--- src/rtl/datapath_ctrl_if.sv ---
// Handshake and datapath-control bundle between an instruction source and datapath_ctrl.
// The source drives start/instr; the sequencer drives status and every datapath strobe.
interface datapath_ctrl_if;
    logic        start;
    logic [15:0] instr;
    logic        busy;
    logic        done;
    logic        err;
    logic [7:0]  icount;
    logic [2:0]  readnum;
    logic [2:0]  writenum;
    logic        loada;
    logic        loadb;
    logic        loadc;
    logic        loads;
    logic        write;
    logic        vsel;
    logic        asel;
    logic        bsel;
    logic [1:0]  shift;
    logic [1:0]  ALUop;
    logic [15:0] datapath_in;

    modport master (
        output start, instr,
        input  busy, done, err, icount, readnum, writenum,
               loada, loadb, loadc, loads, write, vsel, asel, bsel,
               shift, ALUop, datapath_in
    );

    modport slave (
        input  start, instr,
        output busy, done, err, icount, readnum, writenum,
               loada, loadb, loadc, loads, write, vsel, asel, bsel,
               shift, ALUop, datapath_in
    );
endinterface

--- src/rtl/datapath_ctrl.sv ---
// Moore sequencer that executes one 16-bit instruction on the register-file/shifter/ALU datapath.
// Optional `DATAPATH_CTRL_STEP_EN adds a step input that gates every non-IDLE transition.
module datapath_ctrl (
    input  logic           clk,
    input  logic           reset,
`ifdef DATAPATH_CTRL_STEP_EN
    input  logic           step,
`endif
    datapath_ctrl_if.slave ctrl
);

    typedef enum logic [2:0] {
        S_IDLE, S_LOADA, S_LOADB, S_EXEC, S_WRITE, S_WRIMM, S_DONE
    } state_t;

    typedef enum logic [2:0] {
        C_MOVI, C_MOV, C_ADD, C_CMP, C_AND, C_MVN, C_ILL
    } iclass_t;

    function automatic iclass_t decode(input logic [15:0] i);
        case ({i[15:13], i[12:11]})
            5'b110_10: decode = C_MOVI;
            5'b110_00: decode = C_MOV;
            5'b101_00: decode = C_ADD;
            5'b101_01: decode = C_CMP;
            5'b101_10: decode = C_AND;
            5'b101_11: decode = C_MVN;
            default:   decode = C_ILL;
        endcase
    endfunction

    state_t      state_q, state_d;
    logic [15:0] instr_q;
    logic        err_q;
    logic [7:0]  icount_q;
    logic        advance;
    logic        accept;
    iclass_t     cls_q;

`ifdef DATAPATH_CTRL_STEP_EN
    assign advance = step;
`else
    assign advance = 1'b1;
`endif

    assign accept = (state_q == S_IDLE) && ctrl.start;
    assign cls_q  = decode(instr_q);

    // NOTE: state lives in always_ff with non-blocking assignments only, so every
    // register samples the pre-edge values of the others regardless of statement order.
    always_ff @(posedge clk or posedge reset) begin
        if (reset) begin
            state_q  <= S_IDLE;
            instr_q  <= '0;
            err_q    <= 1'b0;
            icount_q <= '0;
        end else begin
            state_q <= state_d;
            if (accept) begin
                instr_q <= ctrl.instr;
                err_q   <= (decode(ctrl.instr) == C_ILL);
            end
            if (state_q == S_DONE && advance && !err_q)
                icount_q <= icount_q + 8'd1;
        end
    end

    // NOTE: state_d gets its default before the case so no path leaves it
    // unassigned; otherwise synthesis infers a latch.
    always_comb begin
        state_d = state_q;
        case (state_q)
            S_IDLE: begin
                if (ctrl.start) begin
                    case (decode(ctrl.instr))
                        C_MOVI:               state_d = S_WRIMM;
                        C_MOV, C_MVN:         state_d = S_LOADB;
                        C_ADD, C_CMP, C_AND:  state_d = S_LOADA;
                        default:              state_d = S_DONE;
                    endcase
                end
            end
            S_LOADA: if (advance) state_d = S_LOADB;
            S_LOADB: if (advance) state_d = S_EXEC;
            S_EXEC:  if (advance) state_d = (cls_q == C_CMP) ? S_DONE : S_WRITE;
            S_WRITE: if (advance) state_d = S_DONE;
            S_WRIMM: if (advance) state_d = S_DONE;
            S_DONE:  if (advance) state_d = S_IDLE;
            default:              state_d = S_IDLE;
        endcase
    end

    logic [2:0]  readnum_o, writenum_o;
    logic        loada_o, loadb_o, loadc_o, loads_o, write_o, vsel_o, asel_o;
    logic [1:0]  shift_o, aluop_o;
    logic [15:0] datapath_in_o;

    // Outputs come only from state_q and the latched instruction.
    always_comb begin
        readnum_o     = '0;
        writenum_o    = '0;
        loada_o       = 1'b0;
        loadb_o       = 1'b0;
        loadc_o       = 1'b0;
        loads_o       = 1'b0;
        write_o       = 1'b0;
        vsel_o        = 1'b0;
        asel_o        = 1'b0;
        shift_o       = '0;
        aluop_o       = '0;
        datapath_in_o = '0;
        case (state_q)
            S_LOADA: begin
                readnum_o = instr_q[10:8];
                loada_o   = 1'b1;
            end
            S_LOADB: begin
                readnum_o = instr_q[2:0];
                loadb_o   = 1'b1;
            end
            S_EXEC: begin
                shift_o = instr_q[4:3];
                aluop_o = instr_q[12:11];
                loadc_o = 1'b1;
                case (cls_q)
                    C_MOV: begin
                        aluop_o = 2'b00;
                        asel_o  = 1'b1;
                    end
                    C_MVN: asel_o = 1'b1;
                    C_CMP: begin
                        loads_o = 1'b1;
                        loadc_o = 1'b0;
                    end
                    default: ;
                endcase
            end
            S_WRITE: begin
                writenum_o = instr_q[7:5];
                write_o    = 1'b1;
            end
            S_WRIMM: begin
                writenum_o    = instr_q[10:8];
                write_o       = 1'b1;
                vsel_o        = 1'b1;
                datapath_in_o = {{8{instr_q[7]}}, instr_q[7:0]};
            end
            default: ;
        endcase
    end

    assign ctrl.busy        = (state_q != S_IDLE);
    assign ctrl.done        = (state_q == S_DONE);
    assign ctrl.err         = err_q;
    assign ctrl.icount      = icount_q;
    assign ctrl.readnum     = readnum_o;
    assign ctrl.writenum    = writenum_o;
    assign ctrl.loada       = loada_o;
    assign ctrl.loadb       = loadb_o;
    assign ctrl.loadc       = loadc_o;
    assign ctrl.loads       = loads_o;
    assign ctrl.write       = write_o;
    assign ctrl.vsel        = vsel_o;
    assign ctrl.asel        = asel_o;
    assign ctrl.bsel        = 1'b0;
    assign ctrl.shift       = shift_o;
    assign ctrl.ALUop       = aluop_o;
    assign ctrl.datapath_in = datapath_in_o;

endmodule

--- src/flat_wrapper.sv ---
// flat-port wrapper written by rule: the top's interface ports become plain ports
module datapath_ctrl_flat 
  (clk, reset, ctrl_start, ctrl_instr, ctrl_busy, ctrl_done, ctrl_err, ctrl_icount, ctrl_readnum, ctrl_writenum, ctrl_loada, ctrl_loadb, ctrl_loadc, ctrl_loads, ctrl_write, ctrl_vsel, ctrl_asel, ctrl_bsel, ctrl_shift, ctrl_ALUop, ctrl_datapath_in);
  datapath_ctrl_if ctrl_i ();
  input  logic clk;
  input  logic reset;
  input wire logic [$bits(ctrl_i.start)-1:0] ctrl_start;
  input wire logic [$bits(ctrl_i.instr)-1:0] ctrl_instr;
  output wire logic [$bits(ctrl_i.busy)-1:0] ctrl_busy;
  output wire logic [$bits(ctrl_i.done)-1:0] ctrl_done;
  output wire logic [$bits(ctrl_i.err)-1:0] ctrl_err;
  output wire logic [$bits(ctrl_i.icount)-1:0] ctrl_icount;
  output wire logic [$bits(ctrl_i.readnum)-1:0] ctrl_readnum;
  output wire logic [$bits(ctrl_i.writenum)-1:0] ctrl_writenum;
  output wire logic [$bits(ctrl_i.loada)-1:0] ctrl_loada;
  output wire logic [$bits(ctrl_i.loadb)-1:0] ctrl_loadb;
  output wire logic [$bits(ctrl_i.loadc)-1:0] ctrl_loadc;
  output wire logic [$bits(ctrl_i.loads)-1:0] ctrl_loads;
  output wire logic [$bits(ctrl_i.write)-1:0] ctrl_write;
  output wire logic [$bits(ctrl_i.vsel)-1:0] ctrl_vsel;
  output wire logic [$bits(ctrl_i.asel)-1:0] ctrl_asel;
  output wire logic [$bits(ctrl_i.bsel)-1:0] ctrl_bsel;
  output wire logic [$bits(ctrl_i.shift)-1:0] ctrl_shift;
  output wire logic [$bits(ctrl_i.ALUop)-1:0] ctrl_ALUop;
  output wire logic [$bits(ctrl_i.datapath_in)-1:0] ctrl_datapath_in;
  assign ctrl_i.start = ctrl_start;
  assign ctrl_i.instr = ctrl_instr;
  assign ctrl_busy = ctrl_i.busy;
  assign ctrl_done = ctrl_i.done;
  assign ctrl_err = ctrl_i.err;
  assign ctrl_icount = ctrl_i.icount;
  assign ctrl_readnum = ctrl_i.readnum;
  assign ctrl_writenum = ctrl_i.writenum;
  assign ctrl_loada = ctrl_i.loada;
  assign ctrl_loadb = ctrl_i.loadb;
  assign ctrl_loadc = ctrl_i.loadc;
  assign ctrl_loads = ctrl_i.loads;
  assign ctrl_write = ctrl_i.write;
  assign ctrl_vsel = ctrl_i.vsel;
  assign ctrl_asel = ctrl_i.asel;
  assign ctrl_bsel = ctrl_i.bsel;
  assign ctrl_shift = ctrl_i.shift;
  assign ctrl_ALUop = ctrl_i.ALUop;
  assign ctrl_datapath_in = ctrl_i.datapath_in;
  datapath_ctrl u_core (.clk(clk), .reset(reset), .ctrl(ctrl_i));
endmodule
--- config.mk ---
export PLATFORM = sky130hd
export DESIGN_NAME = datapath_ctrl_flat
export DESIGN_NICKNAME = d
export VERILOG_FILES = /design/src/rtl/datapath_ctrl_if.sv /design/src/rtl/datapath_ctrl.sv /design/src/flat_wrapper.sv
export SDC_FILE = /design/constraint.sdc
export NUM_CORES = 1
export LEC_CHECK = 0
export BUFFER_PORTS_ARGS = -buffer_cell sky130_fd_sc_hd__buf_2
export CORE_UTILIZATION = 40
export DETAILED_ROUTE_END_ITERATION = 8
export MAX_ROUTING_LAYER = met4
export PLACE_DENSITY = 0.71
export SKIP_LAST_GASP = 1
export SLEW_MARGIN = 20
export SYNTH_ARGS = -nofsm -noshare
export SYNTH_HDL_FRONTEND = slang
export SYNTH_SLANG_ARGS = --single-unit
--- constraint.sdc ---
create_clock -name clk -period 1.5 [get_ports clk]
set_input_delay 0.225 -clock clk [delete_from_list [all_inputs] [get_ports clk]]
set_output_delay 0.225 -clock clk [all_outputs]
set_load 0.02 [all_outputs]
==> metrics.md <==
| Metric | Value |
|---|---|
| Maximum clock insertion buffer count | `2` |
| DR pass1 iterations | `4` |
| Chip Width | `65.50 um` |
| Final setup vio count | `58` |
| Ports | `between 60 and 70` |
| Critical path's most frequent cell | `buf_6` |
| Post-layout min period | `between 1.5 and 2 ns` |
| # placed instances | `between 200 and 250` |
| Reg clk slew, reported paths | `0.10 ns` |
| Worst skew pair latency | `0.28 ns` |
| Crit-path slowest cell | `dfrtp_1` |
| Hold Worst Slack | `0.1758 ns` |
| Post-synth top area share | `43.44%` |
| Cell Pwr Density | `1891 nW/um^2` |
| Setup ws final | `-0.1759 ns` |
| Crit-path cells | `buf_6 -> and3b_2 -> and4_1 -> buf_6` |
| # rows | `22` |
| Clock sinks | `28` |
| Yosys cell types | `between 40 and 50` |
| Area post-placement | `~2000 um^2` |
| Most used DFF post-synth | `dfrtp_1` |
| HP Start | `ctrl_instr[3]` |
| R2R Setup Slk | `-0.15 ns` |
| Fmax | `596.7 MHz` |
| Vias | `between 1000 and 1500` |
| Htree depth | `1` |
| Layout cells sized above 1 | `between 60% and 70%` |
| FF-to-FF path depth | `6` |
| DP Worst Slack | `roughly 0.012 ns` |
| Iteration-0 DRC Markers | `65` |
| Crit path DAT | `between 1 and 1.5 ns` |
| Initial antenna violation count | `0` |
| Vias in the first global route | `roughly 1300` |
| Syn Inst Count | `142` |
| Type of origin of the critical path | `register` |
| Largest cells by area after synthesis | `dfrtp_1, mux2_2, buf_4` |
| CP Max Fanout | `5` |
| RSZ-0062 raised after global routing | `yes` |
| Critical Path RT | `~1.3 ns` |
| Max Cap Viol | `0` |
| Failing checks | `negative setup slack` |
| Outcome | `finished, violations left` |
| Slowest stage delay, CP | `0.44 ns` |
| Syn_area_per_cell | `approximately 11 um^2` |
| Die Ht | `about 65 um` |
| Routability cong. | `roughly 0.77` |
| Area grow syn2layout | `61.29%` |
| Critical path capture point type | `output port` |
| Vias per cell | `5.248` |
| Final period util | `111.7%` |
| Hold Path Depth | `2` |
| Hold Crit Class | `input port to register` |
| Post-route cell area | `~2600 um^2` |
| Endpoint, Worst Hold | `u_core.instr_q[3]` |
| GRT Overall Usage | `20.08%` |
| Largest net degree at the start of global routing | `17` |
| Post-route insts no fill | `approximately 270` |
| WL/cell | `16.91 um` |
| P_leak | `0.001289 uW` |
| Synthesized net count | `approximately 160` |
| Fill cell count | `275` |
| Design Power | `4920 uW` |
| Netlist Area Pre-Place | `between 1500 and 2000 um^2` |
| Clock tree from TritonCTS | `done` |
| Worst Skew | `around 0.0034 ns` |
| Global route overflow | `0` |
| RR Endpoint | `u_core.ctrl.icount[1]` |
| Seq/Total Area, Yosys | `a little over two fifths` |
| Die area | `4290 um^2` |
| Final Hold Fails | `0` |
| Launching point of the worst reg2reg path | `u_core.state_q[0]` |
| Detailed Route WL | `~4600 um` |
| Post-synth top cells | `dfrtp_1, buf_4, and3_1` |
| Detailed-route DRC error count | `0` |
| First-pass GRT wire length | `roughly 6300 um` |
| Count leader, synth | `dfrtp_1` |
| Max-slew violations | `0` |
| TritonCTS Buffers | `3` |
| Storage cell area | `703.2 um^2` |
| Buffers on Ports | `between 60 and 70` |
| Ant. Diodes | `0` |
| Number of enable flip-flop cells after synthesis | `0` |
| Core ar. | `around 3800 um^2` |
| DP Wirelength | `~2700 um` |
| Post-route ant nets | `0` |
| Asr flop ratio synth | `100.0%` |
| Multi-input logic area | `roughly 920 um^2` |
| Initial Util | `a little over two fifths` |
| Final #Nets | `around 250` |
| Synth Warn # | `0` |
| Critical path class | `register to output port` |
| FF+latch count, synth | `28` |
| Post-synth top area cell | `dfrtp_1` |
| Max rail drop VDD | `between 1 and 1.5 mV` |
| CTS root buf | `clkbuf_8` |
-- cell type report --
| cell class | instances | share of cell area [%] |
|---|---|---|
| inverters | 5 | 0.8177 |
| repair inverters | 1 | 0.2886 |
| multi-input cells | 94 | 35.45 |
| flip-flops and latches | 28 | 27.03 |
| well taps | 48 | 2.309 |
| clock buffers | 3 | 1.587 |
| repair buffers | 94 | 31.36 |
| clock inverters | 1 | 1.154 |
-- routing by layer --
metal  vias up  GRT usage (%)  part of all wire [%]
met2        39          34.02                    51
met5         -              -                     0
met1       721          25.00                    43
met3        12          4.167                   3.2
li1        666              -                     -
met4         0          3.533                   3.2
-- power by group --
group | switching (uW) | leakage, uW | internal, uW
registers | 360 | 0.000342 | 1070
logic | 1290 | 0.000912 | 1600
clock network | 244 | 0.0000357 | 357
-- sequential cells by signal, indices dropped and copies added, names as in the netlist --
signal and cells:
u_core.ctrl.err 1, u_core.state_q 3, u_core.instr_q 16, u_core.ctrl.icount 8
-- repair_timing --
item,in CTS,in global routing
hold buffers,1,0
setup endpoints to repair,40,58
endpoints found under the hold margin,28,0
buffers inserted,12,5
gates cloned,1,2
pin swaps,12,21
resized for setup,46,68
-- how the worst max path moves through the flow --
| stage | slack (ns) | endpoint | start | cells after the start |
|---|---|---|---|---|
| global placement | 0.04 | u_core.instr_q[13] | u_core.state_q[2] | 3 |
| detailed placement | 0.01 | u_core.instr_q[13] | u_core.state_q[2] | 3 |
| finish | -0.18 | ctrl_loads | u_core.state_q[1] | 4 |
| floorplan | -0.09 | ctrl_loadc | u_core.state_q[2] | 3 |
| CTS | -0.16 | ctrl_readnum[0] | u_core.state_q[2] | 4 |
| global route | -0.22 | ctrl_loadc | u_core.instr_q[11] | 3 |
-- placed cells by master (no fill, tap or decap), types with 3 or more instances in the layout --
| cell | n |
|---|---|
| mux2_4 | 16 |
| and2_4 | 4 |
| nor2_1 | 6 |
| buf_4 | 23 |
| nand2_1 | 4 |
| xnor2_1 | 5 |
| buf_2 | 29 |
| mux2i_1 | 3 |
| a22o_1 | 3 |
| and3_4 | 9 |
| inv_1 | 3 |
| buf_6 | 38 |
| clkbuf_8 | 3 |
| dfrtp_1 | 26 |
| nand4_1 | 5 |
-- logic make-up (layout without fill, tap and decap cells) --
logic type	after synthesis	count (layout)	share of synthesized area (%)
compound gates	14	14	6.983
xor+xnor	7	7	3.801
fa+ha+maj	1	1	0.7757
buf+inv	21	104	9.620
flops	28	28	43.44
mux	19	19	14.43
other cells	1	1	0.2325
simple gates	51	52	20.71
-- stage by stage --
stage | util (%) | setup TNS, ns
after global placement | 52.32 | 0
after detailed placement | 52.32 | 0
after CTS | 60.48 | -4.640
after floorplan | - | -0.7411
after global routing | 68.98 | -9.736
final | 68.98 | -6.629
-- critical path: cells and delay by family (launching register included) --
family	cells	cell delay, ns
and+or+nand+nor	2	0.46
DFF	1	0.44
buffers and inverters	2	0.28
Power figures use the tool's default switching activity.
